**config.mk**
```make
export PLATFORM = sky130hd
export DESIGN_NAME = unfold_serializer
export DESIGN_NICKNAME = d
export VERILOG_FILES = /design/src/rtl/ser_pkg.sv /design/src/rtl/ser_fifo.sv /design/src/rtl/unfold_serializer.sv
export SDC_FILE = /design/constraint.sdc
export NUM_CORES = 1
export LEC_CHECK = 0
export ABC_AREA = 1
export CAP_MARGIN = 20
export CORE_UTILIZATION = 58
export DETAILED_ROUTE_END_ITERATION = 10
export PLACE_DENSITY = 0.83
export RECOVER_POWER = 100
export SLEW_MARGIN = 20
export SYNTH_ARGS = -nofsm -noshare
export SYNTH_HDL_FRONTEND = slang
export SYNTH_SLANG_ARGS = --single-unit
```
**constraint.sdc**
```tcl
create_clock -name CLK -period 5.55 [get_ports CLK]
set_input_delay 1.11 -clock CLK [delete_from_list [all_inputs] [get_ports CLK]]
set_output_delay 1.11 -clock CLK [all_outputs]
set_load 0.02 [all_outputs]
```
**src/rtl/ser_pkg.sv**
```systemverilog
// Shared constants, FSM state encoding and triplet entry layout for the unfolding serializer.
package ser_pkg;

  localparam int WIDTH = 13;
  localparam int LANES = 3;
  localparam int DEPTH = 2;

  typedef enum logic [1:0] {
    IDLE = 2'b00,
    L0   = 2'b01,
    L1   = 2'b10,
    L2   = 2'b11
  } state_t;

  // Lane 0 (oldest sample) occupies the most significant slice of an entry.
  typedef struct packed {
    logic [WIDTH-1:0] l0;
    logic [WIDTH-1:0] l1;
    logic [WIDTH-1:0] l2;
  } triplet_t;

endpackage

```
**src/rtl/ser_fifo.sv**
```systemverilog
// DEPTH-entry triplet buffer with registered count, head view and a peek at the entry behind the head.
// next_dat bypasses a same-cycle push so the reader can chain entries without a bubble.
module ser_fifo #(
  parameter int ENTRY_W = ser_pkg::LANES * ser_pkg::WIDTH,
  parameter int DEPTH   = ser_pkg::DEPTH,
  localparam int PW     = (DEPTH > 1) ? $clog2(DEPTH) : 1,
  localparam int CW     = $clog2(DEPTH + 1)
) (
  input  logic               clk,
  input  logic               rst_n,
  input  logic               push,
  input  logic [ENTRY_W-1:0] push_dat,
  input  logic               pop,
  output logic [CW-1:0]      count,
  output logic [CW-1:0]      count_nxt,
  output logic [ENTRY_W-1:0] head_dat,
  output logic [ENTRY_W-1:0] next_dat
);

  logic [ENTRY_W-1:0] mem [DEPTH];
  logic [PW-1:0]      wr_ptr;
  logic [PW-1:0]      rd_ptr;
  logic [PW-1:0]      rd_ptr_inc;

  function automatic logic [PW-1:0] ptr_inc(input logic [PW-1:0] p);
    return (p == PW'(DEPTH - 1)) ? '0 : p + 1'b1;
  endfunction

  assign rd_ptr_inc = ptr_inc(rd_ptr);

  always_comb begin
    count_nxt = count;
    if (push && !pop) begin
      count_nxt = count + 1'b1;
    end else if (!push && pop) begin
      count_nxt = count - 1'b1;
    end
  end

  always_ff @(posedge clk or negedge rst_n) begin
    if (!rst_n) begin
      wr_ptr <= '0;
      rd_ptr <= '0;
      count  <= '0;
    end else begin
      if (push) wr_ptr <= ptr_inc(wr_ptr);
      if (pop)  rd_ptr <= rd_ptr_inc;
      count <= count_nxt;
    end
  end

  always_ff @(posedge clk) begin
    if (push) mem[wr_ptr] <= push_dat;
  end

  assign head_dat = mem[rd_ptr];
  // With a single entry held, a push lands exactly behind the head.
  assign next_dat = (push && count == CW'(1)) ? push_dat : mem[rd_ptr_inc];

endmodule

```
**src/rtl/unfold_serializer.sv**
```systemverilog
// Unfolds triplets of samples into a one-sample-per-cycle registered stream through a small buffer.
// Define SER_OVF_DET_EN to build the sticky ERR flag for triplets offered while the buffer is full.
module unfold_serializer #(
  parameter int WIDTH = ser_pkg::WIDTH,
  parameter int LANES = ser_pkg::LANES,
  parameter int DEPTH = ser_pkg::DEPTH
) (
  input  logic             CLK,
  input  logic             RST_N,
  input  logic [WIDTH-1:0] DIN0,
  input  logic [WIDTH-1:0] DIN1,
  input  logic [WIDTH-1:0] DIN2,
  input  logic             VIN,
  output logic             RDY,
  output logic [WIDTH-1:0] DOUT,
  output logic             VOUT,
  output logic             ERR
);

  import ser_pkg::*;

  localparam int ENTRY_W = LANES * WIDTH;
  localparam int CW      = $clog2(DEPTH + 1);

  state_t             state;
  state_t             state_nxt;
  logic [WIDTH-1:0]   dout_nxt;
  logic               push;
  logic               pop;
  logic [ENTRY_W-1:0] push_dat;
  logic [CW-1:0]      count;
  logic [CW-1:0]      count_nxt;
  logic [ENTRY_W-1:0] head_dat;
  logic [ENTRY_W-1:0] next_dat;

  function automatic logic [WIDTH-1:0] lane_of(input logic [ENTRY_W-1:0] e, input int k);
    return e[(LANES - 1 - k) * WIDTH +: WIDTH];
  endfunction

  assign RDY      = (count < CW'(DEPTH));
  assign push     = VIN && RDY;
  assign pop      = (state == L2);
  assign push_dat = ENTRY_W'({DIN0, DIN1, DIN2});

  ser_fifo #(
    .ENTRY_W (ENTRY_W),
    .DEPTH   (DEPTH)
  ) u_fifo (
    .clk       (CLK),
    .rst_n     (RST_N),
    .push      (push),
    .push_dat  (push_dat),
    .pop       (pop),
    .count     (count),
    .count_nxt (count_nxt),
    .head_dat  (head_dat),
    .next_dat  (next_dat)
  );

  always_comb begin
    state_nxt = state;
    dout_nxt  = DOUT;
    unique case (state)
      IDLE: begin
        if (count != '0) begin
          state_nxt = L0;
          dout_nxt  = lane_of(head_dat, 0);
        end
      end
      L0: begin
        state_nxt = L1;
        dout_nxt  = lane_of(head_dat, 1);
      end
      L1: begin
        state_nxt = L2;
        dout_nxt  = lane_of(head_dat, 2);
      end
      L2: begin
        // The head is popped on this edge, so the following entry starts at once.
        if (count_nxt != '0) begin
          state_nxt = L0;
          dout_nxt  = lane_of(next_dat, 0);
        end else begin
          state_nxt = IDLE;
        end
      end
      default: state_nxt = IDLE;
    endcase
  end

  always_ff @(posedge CLK or negedge RST_N) begin
    if (!RST_N) begin
      state <= IDLE;
      DOUT  <= '0;
      VOUT  <= 1'b0;
    end else begin
      state <= state_nxt;
      DOUT  <= dout_nxt;
      VOUT  <= (state_nxt != IDLE);
    end
  end

`ifdef SER_OVF_DET_EN
  logic err_q;

  always_ff @(posedge CLK or negedge RST_N) begin
    if (!RST_N) begin
      err_q <= 1'b0;
    end else if (VIN && !RDY) begin
      err_q <= 1'b1;
    end
  end

  assign ERR = err_q;
`else
  assign ERR = 1'b0;
`endif

endmodule

```
## Word-level counts from Yosys, hierarchy flattened

Memory sizes are Yosys's and may differ from the RTL's.
Index checks and enable logic that the tools add are counted.

- Register bits after elaboration: 20
- RAM bits: 78
- Input bits: 42
- Output and inout port bits: 16
- Word-level logic and storage cells: 42
- Memories kept: 1

- Add/sub/neg operators: 4
- Magnitude comparators: 1
- Eq/ne operators: 6
- Mux-type cells: 13
- Reductions and logical operators: 11

Memories:

| memory | depth | bits a word | rd ports | clocked after Yosys merged registers in | write ports | line | source |
|---|---|---|---|---|---|---|---|
| u_fifo.mem | 2 | 39 | 2 | 0 | 1 | ser_fifo.sv:20 | `logic [ENTRY_W-1:0] mem [DEPTH];` |

Operator list:

| kind | number |
|---|---|
| $pmux W13 S4 | 1 |
| $mux W39 | 1 |
| $mux W13 | 2 |
| $pmux W2 S4 | 1 |
| $mux W2 | 3 |
| $reduce_bool A2 Y1 | 3 |
| $mux W1 | 5 |
| $eq A2 B1 Y1 const B | 2 |
| $eq A2 B2 Y1 const B | 2 |
| $logic_and A1 B1 Y1 | 4 |
| $ne A2 B2 Y1 const B | 2 |
| $add A1 B1 Y1 const B | 2 |
| $add A2 B1 Y2 const B | 1 |
| $logic_not A1 Y1 | 2 |
| $logic_not A2 Y1 | 1 |
| $lt A2 B2 Y1 const B | 1 |
| $reduce_and A2 Y1 | 1 |
| $sub A2 B1 Y2 const B | 1 |

## Depth between registers and ports, before layout

- Depth in word-level cells: 10
- Mapped depth: 11
- Mapped depth without buffers: 11

## By module

From an unflattened synthesis, not the netlist that was laid out.

- Cell total of the unflattened synthesis: 597
- Area, all modules: 5218.8 um2

By module, submodules not included:

| module | instances | cells each | area each (um2) | seq. area each (um2) |
|---|---|---|---|---|
| ser_fifo | 1 | 403 | 3987.6 | 2442.3 |
| unfold_serializer | 1 | 194 | 1231.2 | 400.4 |

## Least setup slack after synthesis

OpenSTA, ideal clock, no wires.

- Path kind: input to register
- Start point: in VIN
- End point: mem u_fifo.mem[0][0] (netlist bit) (enable)
- Setup time: 0.435 ns
- Data arrival time: 2.843 ns
- Data required time: 5.115 ns
- Path slack: 2.272 ns
- Stages: 2
- Path buffers: 0
- Path through: nand2_2 nor2_1

- Cells in the longest elaborated chain, start to end: 3

Ends and longest elaborated chain:

| what | line | source |
|---|---|---|
| start, declared | unfold_serializer.sv:13 | `input logic VIN,` |
| $logic_and A1 B1 Y1 | unfold_serializer.sv:41 | `assign push = VIN && RDY;` |
| $mux W1 | ser_fifo.sv:53 | `if (push) mem[wr_ptr] <= push_dat;` |
| $mux W1 (not written as such) | ser_fifo.sv:53 |  |
| end, declared | ser_fifo.sv:20 |  |

Every way passes these cells.

## Final worst setup path

- Start point: in VIN
- End point: mem u_fifo.mem[0][15] (netlist bit) (enable)

Same word-level chain as after synthesis.

==> metrics.md <==
| Metric | Value |
|---|---|
| Critical R2R Capture | u_fifo.mem[0][15] |
| Largest net degree at the start of global routing | 42 |
| R2R setup slack | 2440 ps |
| GPL Wtd Cong | 0.7480 |
| Fin Setup TNS | 0 ps |
| Fill count | 544 |
| Min cycle time layout | 3970 ps |
| WHS Endpoint | DOUT[1] |
| Die Wd | 89.19 µm |
| Vias | 3,366 |
| Synth Area in Adders | 1.986% |
| Status | complete, but fails checks |
| GR peak layer | met2 |
| Worst-Skew Late Latency | 370 ps |
| Cell row count | 31 |
| Wire length of the first global-routing pass | 15.59 mm |
| Total of max-cap violations | 2 |
| CP arrival | 3960 ps |
| Die Ht | 89.19 µm |
| Final Hold Fails | 0 |
| Deepest clock path buffer count | 2 |
| Simple-gate area share of the yosys netlist | 27.47% |
| Avg Vias per Cell | 5.676 |
| Min-delay worst type | reg -> reg |
| GRT Overall Usage | 27.06% |
| Final Util | 71.07% |
| CTS tree | built |
| Total congestion overflow | 0 |
| Max-slew headroom | -15.45% |
| Io pins | 58 |
| Post-Syn Area | 0.004409 mm² |
| Register area share after synthesis | 64.47% |
| Detailed Place HPWL | 6.210 mm |
| Top cell type's share of synthesized area | 53.12% |
| Slew Limit Fails | 44 |
| Pwr Density | 546.5 mW/mm² |
| CTS H-tree depth | 3 |
| Ys async rst share | 20.41% |
| Post-CTS Resized | 0 |
| CTS Root Cell | clkbuf_8 |
| Final setup fails | 0 |
| Violated checks | max-capacitance violations, max-slew violations |
| Worst Hold Launch | DOUT[1] |
| Number of synthesized flops with an enable pin | 78 |
| Fmax | 0.2519 GHz |
| Unique masters post-synth | 23 |
| Hold path depth | 2 |
| Remaining antenna violation count | 0 |
| Post-Layout Cell Count | 593 |
| Flops & latches, synth | 98 |
| Worst Clk Skew | 8.395 ps |
| Max VDD drop | 230.8 µV |
| Post-route clock period utilization | 71.53% |
| Synth Flop Type | edfxtp_1 |
| Clock sink total | 98 |
| Leak | 2.093 nW |
| WL final | 9.683 mm |
| XOR/XNOR Fraction of Synth Area | 0.3973% |
| Post-layout net count | 539 |
| Ys Warns | 0 |
| Multiplexer area fraction after synthesis | 0% |
| Largest family of logic cells by synthesized area | simple AND/OR/NAND/NOR gates |
| Placed cell count | 578 |
| 1st-iter DRT viols | 280 |
| Synthesized Nets | 494 |
| Hold Buf Count CTS | 0 |
| Synth top cells by count | nand2_1, edfxtp_1, nand3_1 |
| Critical Path Start Type | input pin |
| Clock slew at reported path FFs | 90 ps |
| Number of global-route vias before repair | 3,342 |
| GR Util met3 | 4.155% |
| Most frequent cell after synthesis | nand2_1 |
| Ranking of synthesized cells by area | edfxtp_1, nand2_1, dfrtp_1, nand3_1, ha_1 |
| M1 GR Usage | 33.65% |
| Detailed Routing Iterations Pass 1 | 5 |
| Required time worst endpoint | 5540 ps |
| Met2 Use GR | 45.73% |
| PortBufs | 56 |
| Die area | 0.007955 mm² |
| Setup repair bufs after CTS | 0 |
| Initial antenna violation count | 0 |
| Ant. Diodes | 0 |
| Crit path kind | in -> reg |
| Cell taking the most area after synthesis | edfxtp_1 |
| RR Startpoint | u_fifo.count[1] |
| R2R depth | 5 |
| Syn Inst Count | 445 |
| Slew @ Worst Pin | 1725 ps |
| Post-synthesis compound-gate area fraction | 1.476% |
| DR DRC count | 0 |
| Avg WL per Cell | 16.33 µm |
| Total CTS buffers | 9 |
| Syn avg cell area | 9.908 µm² |
| Area delta synth->final | 17.54% |
| Unrepaired setup endpoints after global routing | false |
| Crit. End Element | flip-flop |
| Fraction of layout cells with a size suffix above 1 | 4.656% |
| Crit path max fanout | 25 |
| Initial Util | 60.47% |
| Core area | 0.007292 mm² |
[kinds of logic (layout without fill, tap and decap cells)]
| group | Yosys count | in the layout |
|---|---|---|
| AO/OA/AOI/OAI | 13 | 13 |
| buffers and inverters | 38 | 87 |
| AND/OR/NAND/NOR | 286 | 286 |
| flip-flops | 98 | 98 |
| other | 1 | 1 |
| XOR/XNOR | 2 | 2 |
| adder cells (fa/ha/maj) | 7 | 7 |
[layout by cell type, fill, tap and decap left out, types with 2 or more instances in the layout]
master | synthesis | final
inv_2 | 1 | 2
dfrtp_1 | 20 | 20
nand4_1 | 13 | 13
xor2_1 | 2 | 2
clkbuf_8 | 0 | 9
inv_1 | 11 | 10
a21oi_1 | 13 | 13
clkbuf_1 | 5 | 3
nor2_1 | 5 | 6
nand3_1 | 56 | 56
nand2_1 | 205 | 206
edfxtp_1 | 78 | 78
ha_1 | 7 | 6
dlygate4sd3_1 | 0 | 55
clkinvlp_4 | 0 | 2
[stage by stage]
step	instance area (µm²)	hold WS [ps]	setup WS [ps]	total power [mW]
floorplan	4409	532.5	2272	2.009
global placement	4980	466.7	2400	2.345
finish	5182	491.1	1580	2.832
detailed placement	5045	470.3	2431	2.432
global route	5182	513.1	1365	3.027
CTS	5236	493.1	2795	2.879
[where the power goes]
| group | switching (mW) | internal [mW] |
|---|---|---|
| clock | 0.247 | 0.207 |
| combinational | 0.863 | 0.425 |
| sequential | 0.0813 | 1.01 |
| total | 1.19 | 1.64 |
[sequential cells by signal, summed over array words and instances, names as in the netlist]
name	count
u_fifo.wr_ptr	1
state	2
DOUT	13
u_fifo.count	2
u_fifo.rd_ptr	1
VOUT	1
u_fifo.mem	78
[per-layer routing]
layer	vias up	wire, µm	part of all wire, %
met2	160	4871	50
met3	22	599	6.2
met5	-	0	0
met4	0	348	3.6
li1	1574	-	-
met1	1610	3863	40
[final cells by class]
type                            instances  area [µm²]  area share, %
Sequential cell                        98        2843          54.85
Multi-Input combinational cell        309        1383          26.68
Timing Repair Buffer                   60       596.8          11.52
Clock buffer                            9       123.9          2.390
Tap cell                               99       123.9          2.390
Clock inverter                          6       67.56          1.304
Inverter                               12       45.04         0.8691
[how the worst max path moves through the flow]
stage                     slack, ps  startpoint  cells past startpoint                end
after global placement         2400         VIN                      3  u_fifo.mem[1][16]
final                          1580         VIN                      5  u_fifo.mem[0][15]
after CTS                      2800         VIN                      9            DOUT[8]
after floorplan                2270         VIN                      2   u_fifo.mem[0][0]
after global routing           1370         VIN                      5  u_fifo.mem[0][32]
after detailed placement       2430         VIN                      9            DOUT[2]
[critical path, stage by stage]
cell and delay (ps):
dlygate4sd3_1 600, nand2_1 160, nor2_1 200, clkbuf_1 1140, clkbuf_1 740
No activity file was read; power rests on OpenSTA's default activity.
